**src/rtl/dvp_frame_capture_pkg.sv**
```systemverilog
// Shared definitions for the DVP frame capture block: geometry defaults, FSM states, pixel packing.
// Byte order inside a pixel follows CAPTURE_BYTE_SWAP_EN (undefined: first byte in the upper half).
package dvp_frame_capture_pkg;

   localparam int COL_PIX_DEF = 640;
   localparam int ROW_PIX_DEF = 480;

   localparam int RGB_R_W = 5;
   localparam int RGB_G_W = 6;
   localparam int RGB_B_W = 5;
   localparam int PIX_W   = RGB_R_W + RGB_G_W + RGB_B_W;
   localparam int BYTE_W  = PIX_W / 2;

   typedef enum logic {
      ST_IDLE    = 1'b0,
      ST_CAPTURE = 1'b1
   } cap_state_e;

   function automatic logic [PIX_W-1:0] pack_pix(input logic [BYTE_W-1:0] first_b,
                                                 input logic [BYTE_W-1:0] second_b);
`ifdef CAPTURE_BYTE_SWAP_EN
      return {second_b, first_b};
`else
      return {first_b, second_b};
`endif
   endfunction

endpackage

```
**src/rtl/dvp_frame_capture_edge.sv**
```systemverilog
// Input register with a previous-value stage; flags the selected edge of the registered copy.
module dvp_edge_det #(
   parameter bit RISING = 1'b1
) (
   input  logic clk,
   input  logic rst,
   input  logic sig_i,
   output logic level_o,
   output logic edge_o
);

   logic sig_q;
   logic prev_q;

   always_ff @(posedge clk) begin
      if (rst) begin
         sig_q  <= 1'b0;
         prev_q <= 1'b0;
      end else begin
         sig_q  <= sig_i;
         prev_q <= sig_q;
      end
   end

   assign level_o = sig_q;
   assign edge_o  = RISING ? (sig_q & ~prev_q) : (~sig_q & prev_q);

endmodule

```
**src/rtl/dvp_frame_capture.sv**
```systemverilog
// Captures one DVP frame and packs byte pairs into 16-bit pixels with sop/eop framing.
// Build option: CAPTURE_BYTE_SWAP_EN swaps the byte order of each packed pixel.
//
// state      | meaning
// -----------+----------------------------------------------------------
// ST_IDLE    | waiting for a vsync rising edge with en_capture high
// ST_CAPTURE | counting bytes/lines of the frame, emitting pixels to eop
module dvp_frame_capture
   import dvp_frame_capture_pkg::*;
#(
   parameter int COL_PIX = COL_PIX_DEF,
   parameter int ROW_PIX = ROW_PIX_DEF
) (
   input  logic              clk,
   input  logic              rst,
   input  logic              en_capture,
   input  logic              vsync,
   input  logic              href,
   input  logic [BYTE_W-1:0] din,
   output logic [PIX_W-1:0]  dout,
   output logic              dout_vld,
   output logic              dout_sop,
   output logic              dout_eop
);

   localparam int BCW   = $clog2(2 * COL_PIX + 1);
   localparam int COL_W = BCW - 1;
   localparam int RW    = (ROW_PIX > 1) ? $clog2(ROW_PIX) : 1;

   localparam logic [BCW-1:0]   BYTES_LINE = BCW'(2 * COL_PIX);
   localparam logic [BCW-1:0]   BYTES_PIX  = BCW'(2);
   localparam logic [COL_W-1:0] COL_LAST   = COL_W'(COL_PIX - 1);
   localparam logic [RW-1:0]    ROW_LAST   = RW'(ROW_PIX - 1);

   logic vsync_lvl, vsync_rise;
   logic href_q, href_fall;

   cap_state_e        state_q;
   logic [BYTE_W-1:0] din_q;
   logic [BYTE_W-1:0] first_byte_q;
   logic [BCW-1:0]    byte_cnt_q;
   logic [RW-1:0]     row_q;
   logic              rows_done_q;
   logic [PIX_W-1:0]  dout_q;
   logic              vld_q, sop_q, eop_q;

   logic              in_line, pix_fire, sop_d, eop_d;
   logic [COL_W-1:0]  col_cur;

   dvp_edge_det #(.RISING(1'b1)) u_vsync_edge (
      .clk     (clk),
      .rst     (rst),
      .sig_i   (vsync),
      .level_o (vsync_lvl),
      .edge_o  (vsync_rise)
   );

   dvp_edge_det #(.RISING(1'b0)) u_href_edge (
      .clk     (clk),
      .rst     (rst),
      .sig_i   (href),
      .level_o (href_q),
      .edge_o  (href_fall)
   );

   // Column is the pair index of the byte counter, so it restarts with every line.
   always_comb begin
      in_line  = (state_q == ST_CAPTURE) && href_q && !rows_done_q && (byte_cnt_q < BYTES_LINE);
      pix_fire = in_line && byte_cnt_q[0];
      col_cur  = byte_cnt_q[BCW-1:1];
      sop_d    = pix_fire && (col_cur == '0) && (row_q == '0);
      eop_d    = pix_fire && (col_cur == COL_LAST) && (row_q == ROW_LAST);
   end

   always_ff @(posedge clk) begin
      if (rst) begin
         state_q      <= ST_IDLE;
         din_q        <= '0;
         first_byte_q <= '0;
         byte_cnt_q   <= '0;
         row_q        <= '0;
         rows_done_q  <= 1'b0;
         dout_q       <= '0;
         vld_q        <= 1'b0;
         sop_q        <= 1'b0;
         eop_q        <= 1'b0;
      end else begin
         din_q <= din;
         vld_q <= 1'b0;
         sop_q <= 1'b0;
         eop_q <= 1'b0;
         if (vsync_rise && vsync_lvl) begin
            state_q     <= en_capture ? ST_CAPTURE : ST_IDLE;
            byte_cnt_q  <= '0;
            row_q       <= '0;
            rows_done_q <= 1'b0;
         end else if (state_q == ST_CAPTURE) begin
            if (pix_fire) begin
               dout_q <= pack_pix(first_byte_q, din_q);
               vld_q  <= 1'b1;
               sop_q  <= sop_d;
               eop_q  <= eop_d;
            end
            if (eop_d) begin
               state_q    <= ST_IDLE;
               byte_cnt_q <= '0;
               row_q      <= '0;
            end else if (href_fall) begin
               byte_cnt_q <= '0;
               // A short final row wraps the row counter but blocks any further lines.
               if (byte_cnt_q >= BYTES_PIX) begin
                  if (row_q == ROW_LAST) begin
                     row_q       <= '0;
                     rows_done_q <= 1'b1;
                  end else begin
                     row_q <= row_q + RW'(1);
                  end
               end
            end else if (in_line) begin
               if (!byte_cnt_q[0]) first_byte_q <= din_q;
               byte_cnt_q <= byte_cnt_q + BCW'(1);
            end
         end
      end
   end

   assign dout     = dout_q;
   assign dout_vld = vld_q;
   assign dout_sop = sop_q;
   assign dout_eop = eop_q;

endmodule

```
**config.mk**
```make
export PLATFORM = sky130hd
export DESIGN_NAME = dvp_frame_capture
export DESIGN_NICKNAME = d
export VERILOG_FILES = /design/src/rtl/dvp_frame_capture_pkg.sv /design/src/rtl/dvp_frame_capture_edge.sv /design/src/rtl/dvp_frame_capture.sv
export SDC_FILE = /design/constraint.sdc
export NUM_CORES = 1
export LEC_CHECK = 0
export CAP_MARGIN = 20
export CORE_MARGIN = 3
export CORE_UTILIZATION = 31
export DETAILED_ROUTE_END_ITERATION = 10
export PLACE_DENSITY_LB_ADDON = 0.08
export SLEW_MARGIN = 20
export SYNTH_ARGS = -nofsm -noshare
export SYNTH_HDL_FRONTEND = slang
export SYNTH_SLANG_ARGS = --single-unit
```
**constraint.sdc**
```tcl
create_clock -name clk -period 5.15 [get_ports clk]
set_input_delay 1.03 -clock clk [delete_from_list [all_inputs] [get_ports clk]]
set_output_delay 1.03 -clock clk [all_outputs]
set_load 0.01 [all_outputs]
```
Yosys cells after proc, flatten, opt, wreduce, memory -nomap -nowiden
Cells that the tools add are included.

storage, ports and cells
  bits in registers = 61
  input port bits = 13
  output and inout port bits = 19

cells by class
  add/sub/neg operators = 2
  order comparisons = 2
  eq/ne operators = 2
  multiplexer cells = 12
  bitwise gates (word level) = 10
  reduce and logical (&&, ||, !) cells = 23

operator list
  operator                 count
  $mux W9                  4
  $mux W11                 3
  $add A11 B1 Y11 const B  1
  $ge A11 B2 Y1 const B    1
  $lt A11 B11 Y1 const B   1
  $eq A10 B10 Y1 const B   1
  $logic_not A10 Y1        1
  $add A9 B1 Y9 const B    1
  $eq A9 B9 Y1 const B     1
  $logic_and A1 B1 Y1      9
  $logic_not A9 Y1         1
  $not A1 Y1               8
  $reduce_and A3 Y1        2
  $reduce_and A6 Y1        1
  $mux W1                  5
  $reduce_and A5 Y1        1
  $reduce_bool A2 Y1       2
  $reduce_or A4 Y1         1
  $reduce_bool A3 Y1       1
  $reduce_or A3 Y1         1
  $and A1 B1 Y1            2
  $reduce_and A2 Y1        1
  $reduce_or A2 Y1         1
  $logic_not A1 Y1         1

Longest topological paths before layout
  word-level depth = 9
  gate-level depth with buffers = 8
  depth with buffers taken out = 6

By module
A second synthesis with hierarchy kept.

unflattened totals
  cell total of the unflattened synthesis = 270
  area, all modules = 2531.2 µm²

by module, submodules not included
  module             instances  cells each  area an instance (µm²)  sequential area each (µm²)
  dvp_frame_capture  1          260         2408.6                  1141.1
  dvp_edge_det       2          5           61.3                    40.0

Worst setup path before layout
No wires, ideal clock.

  path kind = reg-to-reg
  start point = reg row_q[0]
  end point = reg row_q[3]
  library setup time = 70 ps
  arrival = 1809 ps
  required time = 5080 ps
  setup slack = 3270 ps
  stages on the path, launching flop included = 8
  cell sequence = dfxtp_1 ha_1 and4_1 nand3_2 o21ba_1 buf_6 or4_1 a21oi_1

between the ends
  cells in the longest elaborated chain, start to end = 5
  elaborated cells between the ends (all ways) = 10
  classes of those cells = 1 x add/sub; 1 x eq/ne; 4 x mux; 4 x reduce/logical

ends and longest elaborated chain
  item                                                  line                                                                         text
  start: declaration                                    dvp_frame_capture.sv:42                                                      logic [RW-1:0] row_q;
  start signal: assignment                              dvp_frame_capture.sv:116                                                     row_q <= row_q + RW'(1);
  $add A9 B1 Y9 / $eq A9 B9 Y1 (equally long branches)  dvp_frame_capture.sv:116, dvp_frame_capture.sv:72, dvp_frame_capture.sv:112
  $mux W9                                               dvp_frame_capture.sv:112                                                     if (row_q == ROW_LAST) begin
  $mux W9                                               dvp_frame_capture.sv:111                                                     if (byte_cnt_q >= BYTES_PIX) begin
  $mux W9                                               dvp_frame_capture.sv:108                                                     end else if (href_fall) begin
  $mux W9                                               dvp_frame_capture.sv:104                                                     if (eop_d) begin

Several ways; a longest one is shown, not always the timed one. The select of a mux whose other input is x is not followed.
A chain may end at the register's enable or synchronous reset.

Final worst setup path
  start point = in rst
  end point = reg byte_cnt_q[0]

between the ends
  cells in the longest elaborated chain, start to end = 1

ends and longest elaborated chain
  item                        line                      text
  start: declaration          dvp_frame_capture.sv:15   input logic rst,
  $reduce_or A2 Y1 (no line)  -
  end signal: assignment      dvp_frame_capture.sv:121  byte_cnt_q <= byte_cnt_q + BCW'(1);
  end: declaration            dvp_frame_capture.sv:41   logic [BCW-1:0] byte_cnt_q;

No other way between the ends.

==> impl_metrics.py <==
metrics = {
    "power": {
        "p_seq_share_pct": 51.3,
        "p_int_w": 0.0007160,
        "p_per_area_nw_per_um2": 302.4,
        "pwr-share-clk_pct": 45.5,
        "peakVddDrop_mv": 0.1255,
        "switching_share_pct": 23.53,
        "combinationalPowerShare_pct": 3.2,
        "p_sw_w": 0.0002204,
        "p_leak_nw": 1.151,
    },
    "hold_path": {
        "min_path_type": "flop to flop",
    },
    "finish": {
        "layout_commonest_cell": "dfxtp_1",
        "register_area_um2": 1221,
        "n_fill_cell": 800,
        "utilization_pct": 39.87,
        "fin_cells": 410,
        "drive_above_1_share_pct": 7.468,
        "syn_to_final_growth_pct": 24.31,
        "multi_input_area_um2": 1205,
        "final_cell_mix": "dfxtp_1, nor2_1, clkdlybuf4s50_1",
        "diodes": 0,
        "layout.nets": 319,
    },
    "yosys": {
        "synth_edf_count": 0,
        "yosysSeqAreaShare_pct": 49.02,
        "syn_inst": 270,
        "synthFlopType": "dfxtp_1",
        "ys_top_cells_by_area": "dfxtp_1, mux2i_1, nor2_1",
        "yosys_warnings": 0,
        "synthArstFlopShare_pct": 0,
        "synth_top_cell_by_area": "dfxtp_1",
        "syn-cell-area_um2": 2491,
        "syn-mean-instance-area_um2": 9.226,
        "yosysTopAreaCellShare_pct": 49.02,
        "ys_ff_latch": 61,
        "syn_nets": 286,
        "ys_types": 38,
    },
    "timing": {
        "finalCriticalPeriod_ps": 2508,
        "tightest_slew_ps": 1066,
        "slew_viol_final": 0,
        "finalHoldViolCount": 0,
        "fin_crit_sh_pct": 48.70,
        "setup_violations": 0,
        "fmax_mhz": 398.7,
        "grt_setup_unrepaired": "no",
        "clock_skew_ps": 8.948,
        "tns_ps": 0,
        "slew_headroom_pct": 28.73,
    },
    "clocking": {
        "cts_buffer_depth": 2,
        "htreeDepth": 3,
        "cts_setup_buffers": 0,
        "root_buffer": "clkbuf_8",
        "cts.sinks": 61,
        "cts_inserted_buffers": 9,
        "cts.reportedPaths.clkPinSlew_ps": 70,
        "cts_tree": "built",
        "ctsResizeCount": 0,
        "holdBufCountCts": 0,
        "clk_latency_ps": 340,
    },
    "worst_setup_path": {
        "arrival_ps": 2700,
        "worstPathMaxFanout": 39,
        "path_class": "input port to flop",
        "max_stage_delay_ps": 760,
        "cp_data_required_time_ps": 5340,
        "rrSetupSlack_ps": 2860,
        "cp_cell_sequence": "clkdlybuf4s50_1 > buf_4 > nand2b_1 > nor2_1",
        "critPathCaptureType": "flop",
        "cp-start-kind": "input port",
        "critical_path.slowest_cell": "nand2b_1",
    },
    "global_routing": {
        "grt_pass1_vias": 1828,
        "grt_max_degree": 40,
        "overflow": 0,
        "grt_util_all_layers_pct": 12.96,
        "grt_pass1_wl_mm": 9.149,
        "antenna_found_initial": 0,
    },
    "run": {
        "drv_cap": 0,
    },
    "floorplanning": {
        "rows": 32,
        "dieArea_um2": 9148,
        "fp.dieW_um": 95.65,
        "die_h_um": 95.65,
        "initial_core_util_pct": 32.07,
        "coreArea_um2": 7767,
        "pin_count": 32,
    },
    "drt": {
        "vias": 1950,
        "drt_iter0_markers": 100,
        "drcViolationCount": 0,
        "avgViaCountPerCell": 4.756,
        "antenna_left": 0,
        "wl_mm": 5.387,
        "drt-wirelength-per-cell_um": 13.14,
        "drt_first_pass_iters": 4,
    },
    "place": {
        "dp.cells": 394,
        "dpl.hpwl_mm": 3.507,
        "globalplace.congestion": 0.7500,
        "portBuffers": 31,
    },
    "outcome": {
        "status": "complete, no violations",
    },
}
-- synth_stat cells, drive strengths merged, types with 2 or more instances --
cell / count
nor3: 2
a21oi: 12
nand2: 15
nand3b: 3
o21ai: 12
and3b: 2
nand3: 19
nand2b: 3
nor4: 3
nor3b: 2
and3: 3
and2: 4
inv: 5
dfxtp: 61
or3: 7
clkbuf: 8
nor2: 33
buf: 3
o31ai: 3
mux2i: 25
or4: 5
nand4: 4
a31oi: 10
or4b: 2
nor2b: 15
ha: 3
-- sequential cells by signal, indices dropped and copies added (netlist names) --
name	flops
byte_cnt_q	11
dout_eop	1
u_vsync_edge.level_o	1
row_q	9
u_vsync_edge.prev_q	1
din_q	8
u_href_edge.prev_q	1
dout_sop	1
u_href_edge.level_o	1
dout	16
rows_done_q	1
state_q	1
dout_vld	1
first_byte_q	8
-- kinds of logic after synthesis --
family                   count (synthesis)  share of synthesized area, %
AND/OR/NAND/NOR                        125                         27.37
flip-flops                              61                         49.02
AO/OA/AOI/OAI                           40                         9.242
multiplexers                            25                         10.05
buffers and inverters                   16                         2.813
adder cells (fa/ha/maj)                  3                         1.507
-- final timing paths --
check | startpoint | to | cells past startpoint
setup / recovery | rst | byte_cnt_q[0] | 4
hold / removal | u_vsync_edge.level_o | u_vsync_edge.prev_q | 1
setup reg to reg | byte_cnt_q[8] | dout[5] | 5
hold reg to reg | u_vsync_edge.level_o | u_vsync_edge.prev_q | 1
-- area by class of cell --
| cell class | count | area share [%] |
|---|---|---|
| inverter | 5 | 0.6061 |
| timing repair buffer | 33 | 10.51 |
| sequential | 61 | 39.43 |
| multi-input combinational | 193 | 38.91 |
| clock buffer | 9 | 4.000 |
| tap | 102 | 4.121 |
| clock inverter | 7 | 2.424 |
-- power groups by stage --
stage               clock network [W]  registers [W]  logic (W)
finish                       0.000426       0.000480  0.0000303
global route                 0.000461       0.000481  0.0000328
CTS                          0.000441       0.000480  0.0000309
detailed placement                  0       0.000491  0.0000307
global placement                    0       0.000491  0.0000308
floorplan                           0       0.000490  0.0000173
-- worst max-delay path, delay by kind of cell --
family | cells | cell delay, ps
buffers and inverters | 2 | 800
AND/OR/NAND/NOR | 2 | 860
-- layer usage --
layer | share of wire (%) | vias to the layer above | GRT usage (%)
li1 | - | 1031 | -
met1 | 51 | 888 | 17.47
met2 | 44 | 22 | 19.11
met3 | 3.1 | 9 | 3.552
met4 | 1.7 | 0 | 6.043
met5 | 0 | - | 0
-- metrics by stage --
| stage | hold WS [ps] | setup slack (ps) | cell area [um^2] | total power (W) |
|---|---|---|---|---|
| 2_1_floorplan | 443.8 | 3270 | 2491 | 0.0005075 |
| 4_1_cts | 480.4 | 2623 | 3097 | 0.0009521 |
| 6_report | 480.7 | 2642 | 3097 | 0.0009363 |
| 5_1_grt | 505.9 | 2510 | 3097 | 0.0009751 |
| 3_5_place_dp | 469.1 | 2249 | 2898 | 0.0005219 |
| 3_3_place_gp | 466.6 | 2259 | 2898 | 0.0005221 |
Note: power is estimated with default switching activity, not from simulation.
